[src/rtl/divider_pkg.sv]
// Shared types and sizing constants for the sequential restoring divider.
package divider_pkg;

    localparam int DIV_W_DEFAULT     = 18;
    localparam int DIV_CNT_W_DEFAULT = $clog2(DIV_W_DEFAULT + 1);

    typedef enum logic {
        IDLE = 1'b0,
        RUN  = 1'b1
    } div_state_t;

endpackage

[src/rtl/divider_if.sv]
// Request/result bundle of the divider: the requester drives the master side.
interface divider_if #(
    parameter int W = divider_pkg::DIV_W_DEFAULT
) ();

    logic             start;
    logic [2*W-1:0]   dividend;
    logic [W-1:0]     divisor;
    logic [W-1:0]     quotient;
    logic [W-1:0]     remainder;
    logic             busy;
    logic             done;
    logic             ovf;

    modport master (
        output start, dividend, divisor,
        input  quotient, remainder, busy, done, ovf
    );

    modport slave (
        input  start, dividend, divisor,
        output quotient, remainder, busy, done, ovf
    );

endinterface

[src/rtl/divider_step.sv]
// One restoring-division iteration: shift in a dividend bit, compare, subtract.
module divider_step #(
    parameter int W = divider_pkg::DIV_W_DEFAULT
) (
    input  logic [W:0]   i_rem,
    input  logic         i_bit,
    input  logic [W-1:0] i_divisor,
    output logic [W:0]   o_rem,
    output logic         o_qbit
);

    logic [W:0] w_shifted;
    logic [W:0] w_divisor_ext;

    assign w_shifted     = {i_rem[W-1:0], i_bit};
    assign w_divisor_ext = {1'b0, i_divisor};

    always_comb begin
        o_rem  = w_shifted;
        o_qbit = 1'b0;
        if (w_shifted >= w_divisor_ext) begin
            o_rem  = w_shifted - w_divisor_ext;
            o_qbit = 1'b1;
        end
    end

endmodule

[src/rtl/divider.sv]
// Sequential restoring divider, 2W/W -> W quotient + W remainder, one bit per clock.
// Define DIVIDER_OVERFLOW_EN to detect quotient overflow at acceptance and finish in one cycle.
module divider
    import divider_pkg::*;
#(
    parameter int W = DIV_W_DEFAULT
) (
    input  logic      clk,
    input  logic      reset,
    divider_if.slave  bus
);

    localparam int CW = $clog2(W + 1);

    div_state_t      r_state, w_state_next;
    logic [W:0]      r_rem, w_rem_next;
    logic [W-1:0]    r_lo, w_lo_next;
    logic [W-1:0]    r_dvsr, w_dvsr_next;
    logic [W-1:0]    r_q, w_q_next;
    logic [CW-1:0]   r_cnt, w_cnt_next;
    logic [W-1:0]    r_quotient, w_quotient_next;
    logic [W-1:0]    r_remainder, w_remainder_next;
    logic            r_busy, w_busy_next;
    logic            r_done, w_done_next;
    logic            r_ovf, w_ovf_next;

    logic [W:0]      w_step_rem;
    logic            w_step_qbit;
    logic            w_ovf_cond;

    divider_step #(.W(W)) u_step (
        .i_rem     (r_rem),
        .i_bit     (r_lo[W-1]),
        .i_divisor (r_dvsr),
        .o_rem     (w_step_rem),
        .o_qbit    (w_step_qbit)
    );

    // A high half >= divisor means the quotient cannot fit in W bits (covers divisor=0).
`ifdef DIVIDER_OVERFLOW_EN
    assign w_ovf_cond = (bus.dividend[2*W-1:W] >= bus.divisor);
`else
    assign w_ovf_cond = 1'b0;
`endif

    always_comb begin
        w_state_next     = r_state;
        w_rem_next       = r_rem;
        w_lo_next        = r_lo;
        w_dvsr_next      = r_dvsr;
        w_q_next         = r_q;
        w_cnt_next       = r_cnt;
        w_quotient_next  = r_quotient;
        w_remainder_next = r_remainder;
        w_busy_next      = r_busy;
        w_done_next      = 1'b0;
        w_ovf_next       = r_ovf;

        case (r_state)
            IDLE: begin
                if (bus.start) begin
                    if (w_ovf_cond) begin
                        w_done_next = 1'b1;
                        w_ovf_next  = 1'b1;
                    end else begin
                        w_state_next = RUN;
                        w_rem_next   = {1'b0, bus.dividend[2*W-1:W]};
                        w_lo_next    = bus.dividend[W-1:0];
                        w_dvsr_next  = bus.divisor;
                        w_q_next     = '0;
                        w_cnt_next   = '0;
                        w_busy_next  = 1'b1;
                        w_ovf_next   = 1'b0;
                    end
                end
            end
            RUN: begin
                w_rem_next = w_step_rem;
                w_lo_next  = {r_lo[W-2:0], 1'b0};
                w_q_next   = {r_q[W-2:0], w_step_qbit};
                w_cnt_next = r_cnt + 1'b1;
                if (r_cnt == CW'(W - 1)) begin
                    w_state_next     = IDLE;
                    w_busy_next      = 1'b0;
                    w_done_next      = 1'b1;
                    w_quotient_next  = {r_q[W-2:0], w_step_qbit};
                    w_remainder_next = w_step_rem[W-1:0];
                end
            end
            default: begin
                w_state_next = IDLE;
                w_busy_next  = 1'b0;
            end
        endcase
    end

    always_ff @(posedge clk) begin
        if (reset) begin
            r_state     <= IDLE;
            r_rem       <= '0;
            r_lo        <= '0;
            r_dvsr      <= '0;
            r_q         <= '0;
            r_cnt       <= '0;
            r_quotient  <= '0;
            r_remainder <= '0;
            r_busy      <= 1'b0;
            r_done      <= 1'b0;
            r_ovf       <= 1'b0;
        end else begin
            r_state     <= w_state_next;
            r_rem       <= w_rem_next;
            r_lo        <= w_lo_next;
            r_dvsr      <= w_dvsr_next;
            r_q         <= w_q_next;
            r_cnt       <= w_cnt_next;
            r_quotient  <= w_quotient_next;
            r_remainder <= w_remainder_next;
            r_busy      <= w_busy_next;
            r_done      <= w_done_next;
            r_ovf       <= w_ovf_next;
        end
    end

    assign bus.quotient  = r_quotient;
    assign bus.remainder = r_remainder;
    assign bus.busy      = r_busy;
    assign bus.done      = r_done;
    assign bus.ovf       = r_ovf;

endmodule

[src/flat_wrapper.sv]
// flat-port wrapper written by rule: the top's interface ports become plain ports
module divider_flat import divider_pkg::*;
#(
    parameter int W = DIV_W_DEFAULT
)
  (clk, reset, bus_start, bus_dividend, bus_divisor, bus_quotient, bus_remainder, bus_busy, bus_done, bus_ovf);
  divider_if #(.W(W)) bus_i ();
  input  logic clk;
  input  logic reset;
  input wire logic [$bits(bus_i.start)-1:0] bus_start;
  input wire logic [$bits(bus_i.dividend)-1:0] bus_dividend;
  input wire logic [$bits(bus_i.divisor)-1:0] bus_divisor;
  output wire logic [$bits(bus_i.quotient)-1:0] bus_quotient;
  output wire logic [$bits(bus_i.remainder)-1:0] bus_remainder;
  output wire logic [$bits(bus_i.busy)-1:0] bus_busy;
  output wire logic [$bits(bus_i.done)-1:0] bus_done;
  output wire logic [$bits(bus_i.ovf)-1:0] bus_ovf;
  assign bus_i.start = bus_start;
  assign bus_i.dividend = bus_dividend;
  assign bus_i.divisor = bus_divisor;
  assign bus_quotient = bus_i.quotient;
  assign bus_remainder = bus_i.remainder;
  assign bus_busy = bus_i.busy;
  assign bus_done = bus_i.done;
  assign bus_ovf = bus_i.ovf;
  divider #(.W(W)) u_core (.clk(clk), .reset(reset), .bus(bus_i));
endmodule
[config.mk]
export PLATFORM = sky130hd
export DESIGN_NAME = divider_flat
export DESIGN_NICKNAME = d
export VERILOG_FILES = /design/src/rtl/divider_pkg.sv /design/src/rtl/divider_if.sv /design/src/rtl/divider_step.sv /design/src/rtl/divider.sv /design/src/flat_wrapper.sv
export SDC_FILE = /design/constraint.sdc
export NUM_CORES = 1
export LEC_CHECK = 0
export BUFFER_PORTS_ARGS = -buffer_cell sky130_fd_sc_hd__buf_2
export CORE_UTILIZATION = 50
export DETAILED_ROUTE_END_ITERATION = 8
export PLACE_DENSITY = 0.73
export SYNTH_ARGS = -nofsm -noshare
export SYNTH_HDL_FRONTEND = slang
export SYNTH_HIERARCHICAL = 1
export SYNTH_SLANG_ARGS = --single-unit
[constraint.sdc]
create_clock -name clk -period 5.55 [get_ports clk]
set_input_delay 0 -clock clk [delete_from_list [all_inputs] [get_ports clk]]
set_output_delay 0 -clock clk [all_outputs]
set_load 0.02 [all_outputs]
After elaboration in Yosys (flattened, before gate mapping)
Cells that the tools add are included.
{"block": "op_classes", "bitwise": 1, "n_mux": 18, "div": 0, "n_reduce_logical": 3, "n_eq_ne": 3, "addsub": 2, "n_shift": 0, "n_mul": 0, "n_lt_le_gt_ge": 1}
{"op": "18-bit case mux with 2 select lines", "count": 2}
{"op": "18-bit 2-to-1 mux", "count": 3}
{"op": "17-bit case mux with 2 select lines", "count": 1}
{"op": "19-bit by 18-bit >= comparator with 1-bit output", "count": 1}
{"op": "18-bit subtractor", "count": 1}
{"op": "17-bit 2-to-1 mux", "count": 1}
{"op": "5-bit case mux with 2 select lines", "count": 1}
{"op": "1-bit 2-to-1 mux", "count": 6}
{"op": "1-bit case mux with 2 select lines", "count": 3}
{"op": "2-bit AND reduction", "count": 3}
{"op": "5-bit by 1-bit adder with 5-bit output (second input constant)", "count": 1}
{"op": "5-bit == test (second input constant)", "count": 1}
{"op": "5-bit 2-to-1 mux", "count": 1}
{"op": "2-bit != test (second input constant)", "count": 2}
{"op": "1-bit inverter", "count": 1}
{"block": "totals", "mem_bits_ro": 0, "memories": 0, "output_inout_bits": 39, "ram_bits": 0, "regBits": 115, "latch_bits": 0, "elab_cells": 38, "inputBits": 57}

Logic depth before layout (Yosys ltp)
{"block": "logic_depth", "word_depth": 3, "depth_mapped": 13, "depth_no_buf": 12}

Modules after synthesis
The synthesis kept the hierarchy.
{"mod": "divider", "seq_area_each_um2": 2322.2, "n_inst": 1, "area_each_um2": 4476.8, "cells_per_inst": 434}
{"mod": "divider_step", "seq_area_each_um2": 0.0, "n_inst": 1, "area_each_um2": 1396.3, "cells_per_inst": 198}

Worst setup path after synthesis
No wires, ideal clock.
{"block": "synth_path", "kind": "register to register", "startpoint": "register u_core.r_lo[17]", "endpoint": "register u_core.r_remainder[14] (netlist: u_core/bus.remainder[14])", "setup_slack_ps": 3144, "arrival_time_ps": 2289, "required_ps": 5433, "setup_ps": 117, "path_stages_with_launch": 12, "cell_sequence": "dfxtp_1 inv_1 ha_1 inv_1 fa_1 a211oi_2 nor3_2 nor4b_1 nor2_1 xor2_1 mux2_4 a22o_1"}
{"block": "synth_between", "elab_chain_len": 2}
{"element": "start: declaration", "line": "divider.sv:17", "rtl": "logic [W-1:0] r_lo, w_lo_next;"}
{"element": "start signal: assignment", "line": "divider.sv:113", "rtl": "r_lo <= w_lo_next;"}
{"element": "18-bit subtractor / 19-bit by 18-bit >= comparator with 1-bit output (equally long branches)", "line": "divider_step.sv:22, divider_step.sv:21"}
{"element": "18-bit 2-to-1 mux (*)", "line": "divider_step.sv:21", "rtl": "if (w_shifted >= w_divisor_ext) begin"}
{"element": "named net u_core.w_step_rem[14]", "line": "divider.sv:27", "rtl": "logic [W:0] w_step_rem;"}
{"element": "end signal: assignment", "line": "divider.sv:118", "rtl": "r_remainder <= w_remainder_next;"}
{"element": "end: declaration", "line": "divider.sv:22", "rtl": "logic [W-1:0] r_remainder, w_remainder_next;"}
Mark *: on every way through the listed nets, which the timed path passes. The rest lies on a longest branch.
A chain may end at the register's enable or synchronous reset.

Worst setup path after layout
{"block": "layout_path", "startpoint": "register u_core.r_rem[11]", "endpoint": "register u_core.r_rem[6]"}
{"block": "layout_between", "elab_chain_len": 3}
{"element": "start: declaration", "line": "divider.sv:16", "rtl": "logic [W:0] r_rem, w_rem_next;"}
{"element": "start signal: assignment", "line": "divider.sv:112", "rtl": "r_rem <= w_rem_next;"}
{"element": "19-bit by 18-bit >= comparator with 1-bit output", "line": "divider_step.sv:21"}
{"element": "18-bit 2-to-1 mux", "line": "divider_step.sv:21"}
{"element": "named net u_core.w_step_rem[6]", "line": "divider.sv:27"}
{"element": "18-bit case mux with 2 select lines", "line": "divider.sv:59", "rtl": "case (r_state)"}
The timed path passes the listed nets, and every way through them passes these cells.

==> flow_summary.toml <==
[sta]
timing_worst_slew_pin_value_ns = 1.12
maxSlewViolCount = 0
worst_slew_margin_rel = 0.255
fin_ws_ns = 2.76
finalSetupTns_ns = 0
fmax_mhz = 358
hold_viol_final = 0
grt_setup_unrepaired = "false"
worst_clock_skew_ns = 0.00681
setup_violations = 0
fin_crit_ns = 2.79
fin_crit_sh = 0.503

[worst_setup_path]
path_common_cell = "a21oi_1"
crit_family = "compound AO/OA/AOI/OAI gates"
worstPathArrival_ns = 3.05
max_stage_delay_ns = 0.53
critPathRequiredTime_ns = 5.81
cp_num_buf_inv = 1
startpoint_type = "flip-flop"
cp_max_fo = 20
crit_slowest_cell = "o311ai_4"
critPathKind = "flip-flop to flip-flop"
worstSetupEndpointType = "flip-flop"
crit_path_cell_trace = "ha_1, a21oi_1, a21oi_1, a21oi_2, o311ai_4, buf_4, mux2_2, mux2i_1, nor2_1"

[global_routing]
grt_pass1_vias = 4837
grt_pass1_wl_mm = 23.1
antenna_found_initial = 0
grt_usage = 0.254
overflow = 0
grt_max_degree = 83

[floorplanning]
core_mm2 = 0.0111
die_h_um = 110
rows = 38
die_x_um = 110
design.die.area_mm2 = 0.0120
start_util = 0.523
ios = 96

[drt]
vias = 4952
drc_errors = 0
drtIter0Drc = 285
vias_per_cell = 5.50
drt-total-wl_mm = 14.6
final_antenna_net_count = 0
drt-wirelength-per-cell_um = 16.2
drtPass1Iterations = 5

[power_and_ir_drop]
p_per_area_mw_per_mm2 = 470
power_mw = 3.44
ir_drop_v = 0.000391
p_leak_nw = 3.20

[clock_network]
clkLatencyLatePin_ns = 0.41
clock_sinks = 115
cts_setup_buffers = 0
numCtsBuffers = 17
clkTransAtPathRegs_ns = 0.06
clockBufferDepth = 2
cts_resized = 0
cts-root-buf = "clkbuf_16"
h-tree-depth = 4
cts_tree = "built"

[yosys]
synthCells = 621
synth_area_mm2 = 0.00579
yosysWarnings = 6
syn_avg_cell_area_um2 = 9.33
synth_fp_nets = 699

[finish]
syn2layout_area_growth_pct = 26.6
nets = 826
multiInputGateArea_mm2 = 0.00312
nFillCells = 895
seq_area_mm2 = 0.00231
drive_gt1_frac = 0.204
diodes = 0

[placed_design]
numPortBuffers = 94
hpwl_mm = 9.14
place_ws_ns = 2.79
place_congestion = 0.906

[worst_hold_path]
hp-class = "input port to flip-flop"

[run]
maxCapViolations = 0

[run_status]
outcome = "completed"
-- layout make-up --
class	instances	area share
flip-flops and latches	115	0.315
inverters	26	0.0133
well taps	140	0.0239
repair buffers	152	0.142
clock inverters	11	0.0171
clock buffers	21	0.0644
multi-input cells	436	0.425
-- registers in the layout (all words and copies together) (netlist names) --
name,flops
u_core/bus.busy,1
u_core/bus.done,1
u_core/bus.quotient,18
u_core/bus.remainder,18
u_core/r_cnt,5
u_core/r_dvsr,18
u_core/r_lo,18
u_core/r_q,17
u_core/r_rem,18
u_core/r_state,1
-- per-layer routing --
layer  GRT usage  routed length [µm]
met3      0.0682                 814
met4      0.0876                 288
met5           0                   0
met1       0.306                6430
met2       0.434                7110
-- power breakdown --
group	internal [mW]	leakage (nW)	switching, mW
sequential	0.893	0.937	0.0710
clock	0.700	0.289	0.393
combinational	0.600	1.97	0.785
total	2.19	3.20	1.25
-- worst paths after layout --
check / start / endpoint / slack [ns] / cells after the start
setup reg to reg: u_core/r_rem[11] / u_core/r_rem[6] / 2.76 / 9
hold reg to reg: u_core/r_dvsr[13] / u_core/r_dvsr[13] / 0.45 / 2
hold / removal: bus_dividend[15] / u_core/r_lo[15] / 0.01 / 4
setup / recovery: u_core/r_rem[11] / u_core/r_rem[6] / 2.76 / 9
-- metrics by stage --
step            util  hold WS [ns]  area [µm²]  cells
2_1_floorplan      -         0.136        5790    621
3_3_place_gp   0.560         0.240        6200    816
3_5_place_dp   0.560         0.254        6200    816
4_1_cts        0.662       0.00579        7330    901
5_1_grt        0.662      0.000937        7330    901
6_report       0.662        0.0149        7330    901
-- cell usage in the layout, fill, tap and decap left out, types with 3 or more instances in the layout --
cell type,count
buf_4,5
nor3_1,4
nand2b_1,3
xnor2_1,6
nor2_1,74
nor3_2,3
clkbuf_16,18
nand4_1,3
xor2_1,5
nor3b_1,17
inv_1,26
a21oi_2,3
nand2_1,50
ha_1,20
mux2_1,35
o21a_1,6
mux2i_1,38
a21oi_1,62
buf_2,94
dlygate4sd3_1,53
o21ai_0,7
a21o_1,7
mux2_2,4
clkinv_2,3
a22o_1,38
nand3_1,9
dfxtp_1,114
-- worst register-to-register path, stage by stage (launching register included) --
cell      delay (ns)
dfxtp_1         0.35
ha_1            0.38
a21oi_1         0.14
a21oi_1         0.20
a21oi_2         0.11
o311ai_4        0.53
buf_4           0.35
mux2_2          0.38
mux2i_1         0.13
nor2_1          0.06
-- what timing repair did --
action,4_1_cts,5_1_grt
hold buffers,53,0
endpoints found under the hold margin,53,0
setup endpoints to repair,0,0
(Power assumes the default switching activity.)
